### src/rtl/serial_add_ctrl_pkg.sv
// Shared types and helpers for the bit-serial adder controller.
package serial_add_ctrl_pkg;

    // Controller states; the unused code 2'd3 recovers to ST_IDLE.
    typedef enum logic [1:0] {
        ST_IDLE = 2'd0,
        ST_RUN  = 2'd1,
        ST_DONE = 2'd2
    } state_t;

    // Bit-counter width: clog2 of the operand width, never below one bit.
    function automatic int unsigned cnt_width(input int unsigned width);
        return (width > 1) ? $clog2(width) : 1;
    endfunction

endpackage

### src/rtl/serial_add_ctrl_full_adder.sv
// Single-bit full adder cell shared by the serial controller.
module full_adder (
    input  logic a,
    input  logic b,
    input  logic cin,
    output logic sum,
    output logic cout
);

    assign sum  = a ^ b ^ cin;
    assign cout = (a & b) | (cin & (a ^ b));

endmodule

### src/rtl/serial_add_ctrl.sv
// Bit-serial adder controller: one operand bit per clock through a single adder cell.
module serial_add_ctrl
    import serial_add_ctrl_pkg::*;
#(
    parameter int unsigned WIDTH = 8
) (
    input  logic             clk,
    input  logic             rst_n,
    input  logic             start_valid,
    output logic             start_ready,
    input  logic [WIDTH-1:0] a_in,
    input  logic [WIDTH-1:0] b_in,
    input  logic             cin_in,
    output logic             busy,
    output logic             done_valid,
    input  logic             done_ready,
    output logic [WIDTH-1:0] sum_out,
    output logic             cout_out
);

    localparam int unsigned CW = cnt_width(WIDTH);

    state_t           state;
    state_t           state_nxt;
    logic [WIDTH-1:0] a_sr;
    logic [WIDTH-1:0] b_sr;
    logic [WIDTH-1:0] sum_sr;
    logic             carry;
    logic [CW-1:0]    cnt;
    logic             load_c;
    logic             shift_c;
    logic             fa_sum;
    logic             fa_cout;

    // The one adder cell, fed from the operand LSBs and the carry flop.
    full_adder fa0 (
        .a    (a_sr[0]),
        .b    (b_sr[0]),
        .cin  (carry),
        .sum  (fa_sum),
        .cout (fa_cout)
    );

    // State register.
    always_ff @(posedge clk or negedge rst_n) begin
        if (!rst_n) begin
            state <= ST_IDLE;
        end else begin
            state <= state_nxt;
        end
    end

    // Next-state and datapath strobes.
    always_comb begin
        state_nxt = state;
        load_c    = 1'b0;
        shift_c   = 1'b0;
        case (state)
            ST_IDLE: begin
                if (start_valid && start_ready) begin
                    load_c    = 1'b1;
                    state_nxt = ST_RUN;
                end
            end
            ST_RUN: begin
                shift_c = 1'b1;
                if (cnt == CW'(WIDTH - 1)) begin
                    state_nxt = ST_DONE;
                end
            end
            ST_DONE: begin
                if (done_ready) begin
                    state_nxt = ST_IDLE;
                end
            end
            default: begin
                state_nxt = ST_IDLE;
            end
        endcase
    end

    // Operand/sum shift registers, carry flop and bit counter.
    always_ff @(posedge clk or negedge rst_n) begin
        if (!rst_n) begin
            a_sr   <= '0;
            b_sr   <= '0;
            sum_sr <= '0;
            carry  <= 1'b0;
            cnt    <= '0;
        end else if (load_c) begin
            a_sr   <= a_in;
            b_sr   <= b_in;
            sum_sr <= '0;
            carry  <= cin_in;
            cnt    <= '0;
        end else if (shift_c) begin
            a_sr   <= a_sr >> 1;
            b_sr   <= b_sr >> 1;
            sum_sr <= (sum_sr >> 1) | (WIDTH'(fa_sum) << (WIDTH - 1));
            carry  <= fa_cout;
            cnt    <= cnt + CW'(1);
        end
    end

    // Handshake/status flags registered from the next state, so they track state exactly.
    always_ff @(posedge clk or negedge rst_n) begin
        if (!rst_n) begin
            start_ready <= 1'b1;
            busy        <= 1'b0;
            done_valid  <= 1'b0;
        end else begin
            start_ready <= (state_nxt == ST_IDLE);
            busy        <= (state_nxt == ST_RUN);
            done_valid  <= (state_nxt == ST_DONE);
        end
    end

    assign sum_out  = sum_sr;
    assign cout_out = carry;

endmodule
### config.mk
export PLATFORM = sky130hd
export DESIGN_NAME = serial_add_ctrl
export DESIGN_NICKNAME = d
export VERILOG_FILES = /design/src/rtl/serial_add_ctrl_pkg.sv /design/src/rtl/serial_add_ctrl_full_adder.sv /design/src/rtl/serial_add_ctrl.sv
export SDC_FILE = /design/constraint.sdc
export NUM_CORES = 1
export LEC_CHECK = 0
export ABC_AREA = 1
export BUFFER_PORTS_ARGS = -buffer_cell sky130_fd_sc_hd__buf_4
export CAP_MARGIN = 5
export CORE_ASPECT_RATIO = 0.6
export CORE_MARGIN = 2
export CORE_UTILIZATION = 40
export CTS_CLUSTER_DIAMETER = 100
export DETAILED_ROUTE_END_ITERATION = 7
export HOLD_SLACK_MARGIN = 0.08
export PLACE_DENSITY = 0.71
export SYNTH_ARGS = -nofsm -noshare
export SYNTH_HDL_FRONTEND = slang
export SYNTH_SLANG_ARGS = --single-unit
### constraint.sdc
create_clock -name clk -period 1.2 [get_ports clk]
set_input_delay 0.24 -clock clk [delete_from_list [all_inputs] [get_ports clk]]
set_output_delay 0.24 -clock clk [all_outputs]
set_load 0.05 [all_outputs]
==> results.json, run 1 <==
{
  "status": "complete, but fails checks",
  "violations": "negative setup slack",
  "drive_gt1_frac": 0.383,
  "drc": 0,
  "fin_nets": 263,
  "routed_wl_um": 4210,
  "crit_type": "reg2out",
  "p_leak_nw": 1.28,
  "synth_cells": 190,
  "slew_violations": 0,
  "antenna_cells": 0,
  "critPathRequiredTime_ns": 0.96,
  "path_clk_slew_ns": 0.07,
  "setup_viol": 26,
  "yosys_register_bits": 33,
  "fill_cells": 307,
  "peakVddDrop_v": 0.00238,
  "crit_chain": "buf_6",
  "clk_latency_ns": 0.28,
  "grt_pass1_vias": 1222,
  "die_w_um": 85.3,
  "maxCapViolations": 0,
  "slowest_stage": "dfstp_2",
  "dieArea_mm2": 0.00450,
  "coreArea_mm2": 0.00374,
  "cp.arrival_ns": 1.00,
  "rows": 17,
  "path_max_fanout": 2,
  "io_pins": 33,
  "cts_tree": "built",
  "routedWlPerCell_um": 14.7,
  "cts_buffers": 5,
  "fin_hold_ws_ns": 0.190,
  "antenna_found_initial": 0,
  "hold_viol": 0,
  "syn_avg_cell_area_um2": 8.34,
  "fin_crit_ns": 1.24,
  "endpoint_kind": "primary output",
  "powerDensity_mw_per_mm2": 2770,
  "vias_per_cell": 4.98,
  "fin_setup_tns_ns": -0.502,
  "yosysSeqAreaShare": 0.522,
  "netlist-cell-type-count": 20,
  "grt_pass1_wl_um": 5820,
  "cts-root-buf": "clkbuf_8",
  "fmax_ghz": 0.805,
  "clock_skew_ns": 0.00554,
  "track_usage": 0.174,
  "netlist_area_mm2": 0.00159,
  "critPathMaxStageDelay_ns": 0.56,
  "worst_pin_slew_ns": 0.431,
  "slew_headroom": 0.713,
  "final_common_cell": "nand2_1",
  "postRouteAntennaNets": 0,
  "rsz0062_at_grt": "true",
  "crit_family": "flip-flops",
  "critPathLaunchType": "flop",
  "grt_overflow": 0,
  "setup_ws_ns": -0.0416,
  "synth-warning-count": 0,
  "drt_iter0_markers": 83,
  "grt_max_degree": 34,
  "initial_utilization": 0.423,
  "final_cell_mix": "nand2_1, buf_4, dfrtp_1",
  "cts.sinks": 33,
  "dpl.hpwl_um": 2260,
  "cts.htree.levels": 2,
  "period_share": 1.03,
  "io_buffers": 32,
  "path_buf_inv": 1,
  "area_growth_pct": 53.7,
  "dr.pass1.iters": 4,
  "cts_max_path_buffers": 2,
  "die_h_um": 52.8,
  "vias": 1430,
  "holdCritPathClass": "in2reg",
  "synth.net_count": 214,
  "gp_congestion": 0.757
}
[stage by stage]
step                instances  cell area, µm²  utilization  setup slack [ns]  total power [W]
global placement          265            1980        0.529            0.0461          0.00489
finish                    287            2440        0.651           -0.0416          0.00674
CTS                       275            2110        0.564           -0.0343          0.00593
floorplan                 190            1650            -            -0.155          0.00402
global route              287            2440        0.651           -0.0849          0.00720
detailed placement        265            1980        0.529           0.00163          0.00495
[cell families (layout without fill, tap and decap cells)]
family | after synthesis | count (layout) | share of synthesized area
and+or+nand+nor | 131 | 132 | 0.375
DFF | 33 | 33 | 0.522
buffers and inverters | 18 | 67 | 0.0560
AOI/OAI and AO/OA | 5 | 5 | 0.0189
adders and majority gates | 3 | 3 | 0.0284
[report_power, final]
group          switching, W  total (W)  leakage, nW  internal [W]
Clock              0.000411   0.000930       0.0542      0.000519
Sequential         0.000364    0.00198        0.414       0.00162
Combinational       0.00216    0.00383        0.813       0.00166
Total               0.00294    0.00674         1.28       0.00380
[synth_stat cells]
library cell | number | area (µm²)
nand2_1 | 81 | 304
nor2_4 | 2 | 22.5
inv_1 | 4 | 15.0
dfrtp_1 | 32 | 801
buf_4 | 1 | 7.51
nand3_1 | 34 | 170
buf_2 | 8 | 40.0
dfstp_2 | 1 | 26.3
nor2_1 | 1 | 3.75
o21ai_1 | 1 | 5.00
ha_1 | 2 | 25.0
fa_1 | 1 | 20.0
nand2_2 | 1 | 6.26
clkbuf_1 | 1 | 3.75
a21o_1 | 2 | 15.0
inv_2 | 3 | 11.3
nand3b_1 | 11 | 82.6
nor3_1 | 1 | 5.00
o21ai_0 | 2 | 10.0
buf_6 | 1 | 11.3
[metal layers]
metal,global-route usage,vias up,share of wire
met5,0,-,0
met2,0.237,49,0.41
met4,0.0714,0,0.011
li1,-,712,-
met1,0.256,664,0.52
met3,0.0472,5,0.061
[worst paths after layout]
check	depth (start not counted)	startpoint	slack, ns	end
worst min-delay path	3	b_in[7]	0.19	b_sr[7]
min in group asynchronous	2	rst_n	0.45	sum_out[1]
max in group asynchronous	2	rst_n	0.41	cout_out
worst max-delay path	1	start_ready	-0.04	start_ready
worst max register to register	6	start_ready	-0.04	a_sr[5]
worst min register to register	2	b_sr[7]	0.50	b_sr[7]
[final cells by class]
type / instances / area (µm²) / share of cell area
clock inverter: 1 / 5.00 / 0.00205
sequential: 33 / 831 / 0.341
tap: 47 / 58.8 / 0.0241
inverter: 7 / 31.3 / 0.0128
clock buffer: 7 / 96.3 / 0.0395
multi-input combinational: 140 / 792 / 0.325
timing repair buffer: 52 / 622 / 0.255
[registers in the layout, indices dropped and copies added (netlist names)]
name / flops
busy: 1
done_valid: 1
cnt: 3
sum_out: 8
state: 2
a_sr: 8
start_ready: 1
cout_out: 1
b_sr: 8
[what timing repair did]
item / CTS / global route
buffers inserted: 2 / 2
pin swaps: 0 / 9
endpoints found under the setup margin: 4 / 30
hold endpoints to repair: 32 / 0
cloned: 0 / 10
hold buffers: 1 / 0
resized for setup: 3 / 23
Power figures use the tool's default switching activity.
==> run 2: changes to the inputs <==
CELL_PAD_IN_SITES_DETAIL_PLACEMENT = 0   (was unset)
CELL_PAD_IN_SITES_GLOBAL_PLACEMENT = 1   (was unset)
CORE_MARGIN = unset   (was 2)
CORE_UTILIZATION = 35   (was 40)
HOLD_SLACK_MARGIN = 0.02   (was 0.08)
PLACE_DENSITY = 0.8   (was 0.71)
==> results.json, run 2 (synthesis results as in run 1) <==
{
  "coreArea_mm2": 0.00423,
  "cp.arrival_ns": 1.00,
  "violations": "negative setup slack",
  "cts_tree": "built",
  "maxCapViolations": 0,
  "rsz0062_at_grt": "true",
  "grt_pass1_vias": 1183,
  "crit_chain": "buf_8",
  "path_buf_inv": 1,
  "die_h_um": 54.1,
  "vias_per_cell": 4.55,
  "fmax_ghz": 0.805,
  "grt_max_degree": 34,
  "path_max_fanout": 2,
  "slew_headroom": 0.716,
  "area_growth_pct": 43.5,
  "final_common_cell": "nand2_1",
  "period_share": 1.03,
  "multi_input_area_um2": 766,
  "fin_setup_tns_ns": -0.211,
  "slowest_stage": "dfstp_2",
  "antenna_cells": 0,
  "gp_congestion": 0.742,
  "path_clk_slew_ns": 0.07,
  "setup_viol": 20,
  "setup_ws_ns": -0.0419,
  "fin_util": 0.537,
  "routed_wl_um": 3660,
  "hp-start": "a_in[7]",
  "dr.pass1.iters": 4,
  "critPathMaxStageDelay_ns": 0.56,
  "peakVddDrop_v": 0.000922,
  "cts_max_path_buffers": 2,
  "clk_latency_ns": 0.29,
  "vias": 1332,
  "fin_crit_ns": 1.24,
  "dieArea_mm2": 0.00481,
  "rr_startpoint": "start_ready",
  "regArea_um2": 830,
  "io_pins": 33,
  "die_w_um": 88.9,
  "drc": 0,
  "drive_gt1_frac": 0.352,
  "clock_skew_ns": 0.00401,
  "endpoint_kind": "primary output",
  "cts-root-buf": "clkbuf_8",
  "holdCritPathClass": "in2reg",
  "drt_iter0_markers": 65,
  "dpl.hpwl_um": 2190,
  "fin_nets": 256,
  "crit_type": "reg2out",
  "worst_pin_slew_ns": 0.426,
  "slew_violations": 0,
  "critPathLaunchType": "flop",
  "rows": 18,
  "status": "complete, but fails checks",
  "fill_cells": 415,
  "cts.sinks": 33,
  "cts.htree.levels": 2,
  "critPathRequiredTime_ns": 0.96,
  "grt_overflow": 0,
  "cts_buffers": 5,
  "routedWlPerCell_um": 12.5,
  "p_leak_nw": 1.20,
  "crit_family": "flip-flops",
  "initial_utilization": 0.374,
  "final_cell_mix": "nand2_1, buf_4, dfrtp_1",
  "powerDensity_mw_per_mm2": 2680,
  "antenna_found_initial": 0,
  "hold_viol": 0,
  "grt_pass1_wl_um": 5660,
  "track_usage": 0.172,
  "postRouteAntennaNets": 0,
  "crit_path_start": "start_ready",
  "io_buffers": 32
}
[run 2: cell types whose count changed in the layout (fill, tap and decap cells not counted), moves of 2 or more]
cell,previous run,this run
nand2_1,76,74
clkbuf_8,7,5
nand3_2,17,13
buf_12,7,4
clkbuf_16,7,3
nand3_1,17,21
nand2_2,5,7
[run 2: worst reg2reg max path: stages (launching register included)]
cell	delay [ns]
dfstp_2	0.56
nand2_2	0.07
inv_4	0.09
nand2_8	0.11
clkbuf_16	0.18
nand3_1	0.06
nand2_1	0.05
[run 2: through the flow]
| stage | cells | worst slack, ns | area (µm²) | power (W) | hold WS [ns] |
|---|---|---|---|---|---|
| 2_1_floorplan | 190 | -0.155 | 1650 | 0.00402 | -0.0556 |
| 3_3_place_gp | 279 | 0.0301 | 2000 | 0.00492 | 0.211 |
| 3_5_place_dp | 279 | 0.000601 | 2000 | 0.00495 | 0.211 |
| 4_1_cts | 289 | -0.0499 | 2140 | 0.00589 | 0.169 |
| 5_1_grt | 293 | -0.0969 | 2270 | 0.00658 | 0.173 |
| 6_report | 293 | -0.0419 | 2270 | 0.00609 | 0.180 |
[run 2: metal layers]
layer,global-route usage,up-vias,part of all wire
met5,0,-,0
met4,0.105,0,0.021
met3,0.0552,7,0.048
met2,0.227,25,0.39
met1,0.241,603,0.54
li1,-,697,-
[run 2: path summary, 6_finish.rpt]
check,end,slack (ns),depth (start not counted)
max in group asynchronous,start_ready,0.44,2
min in group asynchronous,sum_out[5],0.43,2
worst max-delay path,start_ready,-0.04,1
worst max register to register,b_sr[6],-0.02,6
worst min register to register,a_sr[7],0.50,2
worst min-delay path,a_sr[7],0.18,3
[run 2: power breakdown]
part           internal, W  switching [W]
sequential         0.00161       0.000343
combinational      0.00131        0.00201
clock             0.000399       0.000414
[run 2: repair_timing]
action | in CTS | in global routing
hold buffers | 1 | 0
resized for setup | 9 | 14
hold endpoints to repair | 32 | 0
pin swaps | 3 | 11
gates cloned | 1 | 4
setup buffers | 2 | 0
endpoints found under the setup margin | 21 | 32
[run 2: cell type report]
type                       instances  area share
tap                               60      0.0330
sequential                        33       0.365
timing repair buffer              46       0.215
inverter                           7      0.0127
multi-input combinational        139       0.337
clock buffer                       5      0.0303
clock inverter                     3     0.00770
==> run 3: changes to the inputs <==
CORE_UTILIZATION = 40   (was 35)
GPL_TIMING_DRIVEN = 0   (was unset)
PLACE_DENSITY = 0.86   (was 0.8)
clock period = 1.45 ns   (was 1.2 ns; I/O delays follow)
==> results.json, run 3 (synthesis results as in run 1) <==
{
  "fill_cells": 375,
  "clock_skew_ns": 0.00581,
  "maxCapViolations": 0,
  "grt_use_met3": 0.0559,
  "coreArea_mm2": 0.00372,
  "fin_crit_ns": 1.31,
  "routedWlPerCell_um": 12.6,
  "min_to": "a_sr[7]",
  "rsz0062_at_grt": "false",
  "grt_pass1_vias": 1283,
  "slew_headroom": 0.717,
  "p_seq_frac": 0.342,
  "fin_nets": 258,
  "met2_usage": 0.290,
  "grt_pass1_wl_um": 5970,
  "critPathLaunchType": "flop",
  "crit_family": "flip-flops",
  "die_h_um": 50.8,
  "io_buffers": 32,
  "vias_per_cell": 4.79,
  "ff2ff_setup_slack_ns": 0.14,
  "p_leak_nw": 1.13,
  "holdPathStages": 3,
  "crit_chain": "nand2_1 -> inv_4 -> buf_2 -> nand3b_1 -> nand2_1 -> nand2_1",
  "antenna_found_initial": 0,
  "cp.arrival_ns": 1.50,
  "postRouteAntennaNets": 0,
  "final_cell_mix": "nand2_1, buf_4, nand3_1",
  "io_pins": 33,
  "cts.sinks": 33,
  "status": "completed",
  "grt_max_degree": 34,
  "placed_cell_area_mm2": 0.00189,
  "drt_iter0_markers": 62,
  "critPathMaxStageDelay_ns": 0.53,
  "rows": 17,
  "fmax_ghz": 0.761,
  "cts_max_path_buffers": 2,
  "cts.htree.levels": 2,
  "drc": 0,
  "clk_latency_ns": 0.29,
  "p_sw_frac": 0.463,
  "p_sw_w": 0.00214,
  "powerDensity_mw_per_mm2": 2290,
  "final_common_cell": "nand2_1",
  "slew_violations": 0,
  "total_power_w": 0.00463,
  "dieArea_mm2": 0.00423,
  "die_w_um": 83.3,
  "peakVddDrop_v": 0.00129,
  "p_comb_frac": 0.510,
  "endpoint_kind": "flop",
  "drive_gt1_frac": 0.264,
  "hp-start": "a_in[7]",
  "intPower_w": 0.00249,
  "r2r_cells": 6,
  "rr_startpoint": "start_ready",
  "area_growth_pct": 27.2,
  "p_clk_frac": 0.148,
  "period_share": 0.906,
  "fin_area_mm2": 0.00202,
  "crit_type": "reg2reg",
  "dr.pass1.iters": 4,
  "worst_pin_slew_ns": 0.424,
  "gp_congestion": 0.736,
  "cts-root-buf": "clkbuf_8",
  "holdCritPathClass": "in2reg",
  "critPathMostFrequentCell": "nand2_1",
  "critPathRequiredTime_ns": 1.63,
  "slowest_stage": "dfstp_2",
  "path_buf_inv": 2,
  "setup_viol": 0,
  "hold_viol": 0,
  "routed_wl_um": 3560,
  "crit-reg2reg-capture": "a_sr[1]",
  "track_usage": 0.191,
  "grtUsageMet1": 0.254,
  "path_max_fanout": 10,
  "antenna_cells": 0,
  "fin_setup_tns_ns": 0,
  "grt.busiest_layer": "met2",
  "cts_tree": "built",
  "initial_utilization": 0.426,
  "vias": 1350,
  "grt_overflow": 0,
  "dpl.hpwl_um": 2410,
  "cts_buffers": 5,
  "path_clk_slew_ns": 0.07
}
[run 3: cell count changes in the layout (fill, tap and decap cells not counted), sizes merged]
cell / before / now
clkbuf: 8 / 6
buf: 42 / 46
[run 3: per-layer routing]
layer,routed length [µm],vias to the layer above,share of wire
li1,-,695,-
met5,0,-,0
met2,1490,28,0.42
met4,61,0,0.017
met3,167,7,0.047
met1,1840,620,0.52
[run 3: worst register-to-register path, cell delays in order, from the launching register on]
cell and delay [ns]:
dfstp_2 0.53, nand2_1 0.08, inv_4 0.12, buf_2 0.24, nand3b_1 0.12, nand2_1 0.08, nand2_1 0.04
[run 3: worst max path at each step]
stage,start,endpoint,slack [ns],cells past startpoint
after floorplan,start_ready,a_sr[6],0.07,6
after detailed placement,state[0],a_sr[1],0.09,5
final,start_ready,a_sr[1],0.14,6
after global placement,start_ready,a_sr[1],0.1,6
after global routing,start_ready,a_sr[0],0.03,6
after CTS,state[0],a_sr[1],0.07,5
[run 3: final cells by class]
class                           instances  area [µm²]  area share
Multi-Input combinational cell        139         669       0.332
Clock buffer                            5        68.8      0.0341
Buffer                                 11        66.3      0.0329
Inverter                                7        28.8      0.0143
Timing Repair Buffer                   37         280       0.139
Sequential cell                        33         827       0.410
Tap cell                               47        58.8      0.0292
Clock inverter                          3        17.5     0.00868
[run 3: what timing repair did]
action / CTS / global route
hold buffers: 1 / 0
endpoints found under the hold margin: 32 / 0
setup endpoints to repair: 0 / 4
setup buffers: 0 / 4
gates resized for setup: 0 / 3
[run 3: through the flow]
stage	hold slack (ns)	setup WS [ns]	std cells	utilization
floorplan	-0.00559	0.0701	190	-
global placement	0.260	0.0958	269	0.507
detailed placement	0.263	0.0914	269	0.507
CTS	0.234	0.0705	278	0.532
global route	0.248	0.0331	282	0.542
finish	0.232	0.136	282	0.542
[run 3: power by group through the flow]
| stage | Clock [W] | Sequential [W] | Combinational, W |
|---|---|---|---|
| final | 0.000683 | 0.00158 | 0.00236 |
| after detailed placement | 0 | 0.00160 | 0.00227 |
| after global routing | 0.000729 | 0.00164 | 0.00264 |
| after CTS | 0.000695 | 0.00159 | 0.00229 |
| after floorplan | 0 | 0.00201 | 0.00122 |
| after global placement | 0 | 0.00159 | 0.00225 |
